File: src/rtl/bcd_to_binary.sv
// Sequential BCD-to-binary converter using reverse double-dabble, one shift-and-correct step per clock.
// Start/done handshake with an error flag for invalid digits and for results that do not fit OUTPUT_WIDTH.
module bcd_to_binary #(
  parameter int DECIMAL_DIGITS = 2,
  parameter int OUTPUT_WIDTH   = 7
) (
  input  logic                          i_Clock,
  input  logic                          i_Rst_L,
  input  logic                          i_Start,
  input  logic [DECIMAL_DIGITS*4-1:0]   i_BCD,
  output logic [OUTPUT_WIDTH-1:0]       o_Binary,
  output logic                          o_DV,
  output logic                          o_Busy,
  output logic                          o_Error
);

  localparam int BCD_W = DECIMAL_DIGITS * 4;
  localparam int CAT_W = BCD_W + OUTPUT_WIDTH;
  localparam int CNT_W = $clog2(OUTPUT_WIDTH + 1);
  localparam logic [CNT_W-1:0] LAST_STEP = CNT_W'(OUTPUT_WIDTH - 1);
  localparam logic [CNT_W-1:0] CNT_ONE   = CNT_W'(1);

  typedef enum logic [0:0] {
    S_IDLE    = 1'b0,
    S_CONVERT = 1'b1
  } state_t;

  state_t                  r_state;
  state_t                  w_state_next;
  logic [BCD_W-1:0]        r_bcd;
  logic [OUTPUT_WIDTH-1:0] r_bin;
  logic [CNT_W-1:0]        r_count;
  logic [OUTPUT_WIDTH-1:0] r_binary;
  logic                    r_dv;
  logic                    r_busy;
  logic                    r_error;

  logic [CAT_W-1:0]        w_shift;
  logic [BCD_W-1:0]        w_bcd_next;
  logic [OUTPUT_WIDTH-1:0] w_bin_next;
  logic                    w_digit_bad;
  logic                    w_last;
  logic                    w_overflow;

  // One reverse double-dabble step: shift right, then pull back any digit that crossed 8.
  assign w_shift    = {r_bcd, r_bin} >> 1;
  assign w_bin_next = w_shift[OUTPUT_WIDTH-1:0];

  // NOTE: every signal written in always_comb gets a default first so no latch is inferred.
  always_comb begin
    w_bcd_next = w_shift[CAT_W-1:OUTPUT_WIDTH];
    for (int d = 0; d < DECIMAL_DIGITS; d++) begin
      if (w_bcd_next[d*4 +: 4] >= 4'd8) begin
        w_bcd_next[d*4 +: 4] = w_bcd_next[d*4 +: 4] - 4'd3;
      end
    end
  end

  always_comb begin
    w_digit_bad = 1'b0;
    for (int d = 0; d < DECIMAL_DIGITS; d++) begin
      if (i_BCD[d*4 +: 4] > 4'd9) begin
        w_digit_bad = 1'b1;
      end
    end
  end

  assign w_last     = (r_count == LAST_STEP);
  assign w_overflow = (w_bcd_next != '0);

  always_comb begin
    w_state_next = r_state;
    case (r_state)
      S_IDLE:    if (i_Start && !w_digit_bad) w_state_next = S_CONVERT;
      S_CONVERT: if (w_last)                  w_state_next = S_IDLE;
      default:                                w_state_next = S_IDLE;
    endcase
  end

  // NOTE: sequential state uses non-blocking assignments so every register samples pre-edge values.
  always_ff @(posedge i_Clock or negedge i_Rst_L) begin
    if (!i_Rst_L) begin
      r_state <= S_IDLE;
    end else begin
      r_state <= w_state_next;
    end
  end

  // NOTE: all datapath state is plain flops, so everything is cleared by reset; a reset abandons any conversion.
  always_ff @(posedge i_Clock or negedge i_Rst_L) begin
    if (!i_Rst_L) begin
      r_bcd    <= '0;
      r_bin    <= '0;
      r_count  <= '0;
      r_binary <= '0;
      r_dv     <= 1'b0;
      r_busy   <= 1'b0;
      r_error  <= 1'b0;
    end else begin
      r_dv <= 1'b0;
      case (r_state)
        S_IDLE: begin
          if (i_Start) begin
            r_bcd   <= i_BCD;
            r_bin   <= '0;
            r_count <= '0;
            r_error <= 1'b0;
            if (w_digit_bad) begin
              r_binary <= '0;
              r_error  <= 1'b1;
              r_dv     <= 1'b1;
            end else begin
              r_busy <= 1'b1;
            end
          end
        end
        S_CONVERT: begin
          r_bcd   <= w_bcd_next;
          r_bin   <= w_bin_next;
          r_count <= r_count + CNT_ONE;
          if (w_last) begin
            r_busy <= 1'b0;
            r_dv   <= 1'b1;
            // Leftover decimal weight means the value needs more than OUTPUT_WIDTH bits.
            if (w_overflow) begin
              r_error  <= 1'b1;
              r_binary <= '0;
            end else begin
              r_binary <= w_bin_next;
            end
          end
        end
        default: ;
      endcase
    end
  end

  assign o_Binary = r_binary;
  assign o_DV     = r_dv;
  assign o_Busy   = r_busy;
  assign o_Error  = r_error;

endmodule

File: config.mk
export PLATFORM = sky130hd
export DESIGN_NAME = bcd_to_binary
export DESIGN_NICKNAME = d
export VERILOG_FILES = /design/src/rtl/bcd_to_binary.sv
export SDC_FILE = /design/constraint.sdc
export NUM_CORES = 1
export LEC_CHECK = 0
export ABC_AREA = 1
export CAP_MARGIN = 20
export CORE_MARGIN = 2
export CORE_UTILIZATION = 40
export DETAILED_ROUTE_END_ITERATION = 16
export GPL_TIMING_DRIVEN = 0
export HOLD_SLACK_MARGIN = 0.03
export SLEW_MARGIN = 10
export SYNTH_ARGS = -nofsm -noshare
export SYNTH_HDL_FRONTEND = slang
export SYNTH_SLANG_ARGS = --single-unit
export TNS_END_PERCENT = 1
File: constraint.sdc
create_clock -name i_Clock -period 2.1 [get_ports i_Clock]
set_input_delay 0.42 -clock i_Clock [delete_from_list [all_inputs] [get_ports i_Clock]]
set_output_delay 0.42 -clock i_Clock [all_outputs]
set_load 0.02 [all_outputs]
Word-level counts from Yosys, hierarchy flattened
Index checks and enable logic that the tools add are counted.
Operators by class
  multiplexer cells: 30
  bitwise gates (word level): 1
  add/sub/neg operators: 3
  order comparisons: 4
  equal/unequal tests: 6
  reduce and logical (&&, ||, !) cells: 6
Operators with widths (number)
  two-way mux 7 bit: 5
  one-hot mux 7 bit (2 select lines): 2
  one-hot mux 8 bit (2 select lines): 1
  two-way mux 1 bit: 13
  AND reduction 3 bit: 3
  greater-than comparator 4 bit (second input constant): 2
  two-way mux 4 bit: 2
  two-way mux 8 bit: 1
  one-hot mux 1 bit (2 select lines): 4
  nonzero test 8 bit: 1
  != test 2 bit (second input constant): 3
  one-hot mux 3 bit (2 select lines): 1
  >= comparator 3 x 4 -> 1 bit (second input constant): 1
  >= comparator 4 bit (second input constant): 1
  != test 2 x 1 -> 1 bit (second input constant): 2
  subtractor 3 x 2 -> 4 bit (second input constant): 1
  subtractor 4 x 2 -> 4 bit (second input constant): 1
  adder 3 x 1 -> 3 bit (second input constant): 1
  equality test 3 bit (second input constant): 1
  two-way mux 3 bit: 1
  logical AND 1 bit: 1
  logical NOT 1 bit: 1
  inverter 1 bit: 1
Word-level totals
  register bits: 29
  word-level logic and storage cells: 58

Longest topological paths before layout
  depth in word-level cells: 7
  depth in mapped cells: 9

Least setup slack after synthesis
Ideal clock, no wire load.
  path kind: reg2reg
  start point: reg r_bcd[1]
  end point: reg r_error (netlist: o_Error)
  data required time: 1.983 ns
  slack: 0.752 ns
  stages on the path, launching flop included: 9
  data arrival time: 1.231 ns
  setup time: 0.117 ns
  path through: dfrtp_1 -> inv_2 -> ha_1 -> nand2_1 -> nand2_2 -> nor2_4 -> nand4_2 -> nand3_1 -> nand2_1
On the way
  longest elaborated chain between the ends: 5
  elaborated cells on any way between the ends: 6
  classes of those cells: 1 x add/sub; 1 x order compare; 1 x eq/ne; 1 x mux; 2 x reduce/logical
RTL lines
  start, declared: line 30  | logic [BCD_W-1:0] r_bcd;
  start signal, assigned: line 104  | r_bcd <= i_BCD;
  start signal, assigned: line 118  | r_bcd <= w_bcd_next;
  subtractor 4 x 2 -> 4 bit / >= comparator 4 bit (equally long branches): line 54, 53
  two-way mux 4 bit (*): line 53  | if (w_bcd_next[d*4 +: 4] >= 4'd8) begin
  nonzero test 8 bit (*): line 69  | assign w_overflow = (w_bcd_next != '0);
  != test 2 x 1 -> 1 bit (no line) (*)
  AND reduction 3 bit (no line) (*)
  end signal, assigned: line 98  | r_error <= 1'b0;
  end signal, assigned: line 107  | r_error <= 1'b0;
  end signal, assigned: line 110  | r_error <= 1'b1;
  end, declared: line 36  | logic r_error;
Mark *: on every way between the ends. The rest lies on a longest branch, timed or not.
A chain may end at the register's enable or synchronous reset.

Final worst setup path
  start point: reg r_binary[2] (netlist: o_Binary[2])
  end point: out o_Binary[2]
RTL lines
  start, declared: line 33  | logic [OUTPUT_WIDTH-1:0] r_binary;
  start signal, assigned: line 129  | r_binary <= w_bin_next;
  end, declared: line 11  | output logic [OUTPUT_WIDTH-1:0] o_Binary,
No word-level cell between the ends.

==> summary.md <==
| Metric | Value |
|---|---|
| Status | `completed` |
| H-tree Lvls | `1` |
| XOR/XNOR Fraction of Synth Area | `0%` |
| Full die area | `4030 um2` |
| RSZ-0062 raised after global routing | `false` |
| Syn_nets | `173` |
| Synthesis Warnings | `0` |
| Routed len/inst | `11.54 um` |
| WL final | `2630 um` |
| Clk slew on worst S/H paths | `150 ps` |
| IO buf count | `19` |
| Synth area leader | `dfrtp_1` |
| Clock buffer depth | `2` |
| Initial Utilization | `42.08%` |
| Multiplexer area fraction after synthesis | `0%` |
| Placeable Area | `3363 um2` |
| Routed vias | `1,076` |
| CP Capture Type | `primary output` |
| Post-layout min period | `1738 ps` |
| Peak VDD IR | `0.5155 mV` |
| Grt ovf | `0` |
| Syn Area/Cell | `8.956 um2` |
| Adder-cell area share of the yosys netlist | `3.537%` |
| R2R Setup Slk | `610 ps` |
| Largest family of logic cells by synthesized area | `simple AND/OR/NAND/NOR gates` |
| Synth top area share | `49.51%` |
| First-pass iteration count of the detailed router | `4` |
| Post-synthesis compound-gate area fraction | `8.576%` |
| # rows | `21` |
| Fmax | `575.2 MHz` |
| # hold bufs at CTS | `0` |
| Slowest stage cell on the critical path | `clkdlybuf4s50_1` |
| Leakage | `0.8226 nW` |
| Clock latency on the worst-skew pair | `330 ps` |
| Num CTS Buffers | `3` |
| Crit path DAT | `1320 ps` |
| CTS tree | `yes` |
| Nets | `198` |
| Final Setup Violations | `0` |
| Global-route wire length before repair | `4650 um` |
| Initial antenna violation count | `0` |
| P per Cell Area | `1318 nW/um2` |
| Sum of negative setup slack | `0 ps` |
| Via density per instance | `4.719` |
| CP Class | `flip-flop to primary output` |
| Placer congestion estimate | `0.7432` |
| Headroom to the max-slew limit | `63.96%` |
| Die width | `63.48 um` |
| DP HPWL | `2018 um` |
| Postcts setup bufs | `0` |
| Critical path's top delay family | `buffers and inverters` |
| Diodes inserted | `0` |
| Mapped Cells | `158` |
| Startpoint types | `flip-flop` |
| P&R area growth vs syn | `22.28%` |
| Critical Path RT | `1680 ps` |
| GRT Util Overall | `14.54%` |
| Cells along the critical path | `clkdlybuf4s50_1` |
| Max_cap viols | `0` |
| Yosys cell types | `25` |
| Share of the yosys chip area belonging to registers | `49.51%` |
| Post-Synth Simple-Gate Area | `32.18%` |
| R2R cell count | `9` |
| Synthesized area | `1415 um2` |
| Num ports | `21` |
| Power, Total | `2.282 mW` |
| Worst clock skew | `3.068 ps` |
| Final cell count without fillers | `228` |
| Die height | `63.48 um` |
| HP Class | `input pin to async pin` |
| Drc violations | `0` |
| PostCTS Resize Cnt | `0` |
| Synth top area cells | `dfrtp_1, nand2_1, ha_1` |
| Most frequent cells in the layout | `nand2_1, dfrtp_1, clkdlybuf4s50_1, nor2_1, nand3_1` |
| Layout cells sized above 1 | `18.13%` |
| Delay of the slowest cell on the worst path | `600 ps` |
| 1st-iter DRT viols | `41` |
| RR Endpoint | `o_Binary[6]` |
| ANT nets after route | `0` |
| CP Buf/Inv Count | `1` |
| Vias in the first global route | `1,066` |
| CTS root buf | `clkbuf_4` |
| Post-synthesis register bit count | `28` |
| Largest net degree at the start of global routing | `19` |
| Clk sinks | `28` |
| Max Slew Vio Count | `0` |
| Placed insts | `224` |
| Commonest non-fill, non-tap cell in the layout | `nand2_1` |
| Maximum fanout along the worst path | `2` |
| Reg2reg start | `r_bcd[1]` |
| Worst Tran Pin Value | `538.9 ps` |
| Final Hold Viols | `0` |
| Tcrit/Tclk final | `82.78%` |
==> worst max path at each step <==
stage | from | endpoint | slack [ps] | cells after the start
floorplan | r_bcd[1] | o_Error | 750 | 8
global placement | i_Rst_L | r_state | 180 | 1
detailed placement | i_BCD[2] | o_Binary[4] | 410 | 8
CTS | o_Binary[3] | o_Binary[3] | 340 | 1
global route | o_Busy | o_Busy | 290 | 1
finish | o_Binary[2] | o_Binary[2] | 360 | 1
==> power by group <==
group	leakage (nW)	internal (mW)	switching (mW)	total, mW
clock	0.0279	0.193	0.165	0.358
sequential	0.362	0.738	0.132	0.870
combinational	0.433	0.403	0.650	1.05
total	0.823	1.33	0.947	2.28
==> metrics by stage <==
stage | util, % | hold WS, ps | setup slack, ps | cell area, um2
2_1_floorplan | - | 124.4 | 752.0 | 1415
3_3_place_gp | 49.44 | 457.3 | 181.1 | 1663
3_5_place_dp | 49.89 | 463.7 | 405.4 | 1678
4_1_cts | 51.45 | 408.1 | 340.9 | 1730
5_1_grt | 51.45 | 423.3 | 285.9 | 1730
6_report | 51.45 | 415.0 | 361.6 | 1730
==> final cells by class <==
class | instances | area, um2
Tap cell | 46 | 57.56
Sequential cell | 28 | 700.7
Timing Repair Buffer | 20 | 205.2
Buffer | 5 | 31.28
Inverter | 13 | 56.30
Fill cell | 360 | 1633
Multi-Input combinational cell | 112 | 626.9
Clock inverter | 1 | 30.03
Clock buffer | 3 | 22.52
==> cells in the mapped netlist (all sizes together) <==
library cell and number:
nand3 11, dfrtp 28, inv 13, o211ai 1, buf 5, nand4 1
nor2 13, o22ai 2, nor3 1, a31oi 1, a22oi 1, nand2 64
ha 4, o21ai 9, o221ai 3, a21oi 1
==> cell families (layout without fill, tap and decap cells) <==
kind of cell / count (synthesis) / count (layout)
and+or+nand+nor: 90 / 90
AOI/OAI and AO/OA: 18 / 18
buffers and inverters: 18 / 42
adders and majority gates: 4 / 4
DFF: 28 / 28
==> registers in the layout, summed over array words and instances, names as in the netlist <==
signal,count
r_bcd,8
o_Binary,7
r_bin,6
r_count,3
o_Busy,1
o_DV,1
o_Error,1
r_state,1
==> metal layers <==
layer / global-route usage (%) / up-vias / share of wire (%)
li1: - / 554 / -
met1: 19.07 / 494 / 47
met2: 24.21 / 24 / 46
met3: 2.321 / 4 / 4.8
met4: 5.163 / 0 / 1.4
met5: 0 / - / 0
(Power assumes the default switching activity.)
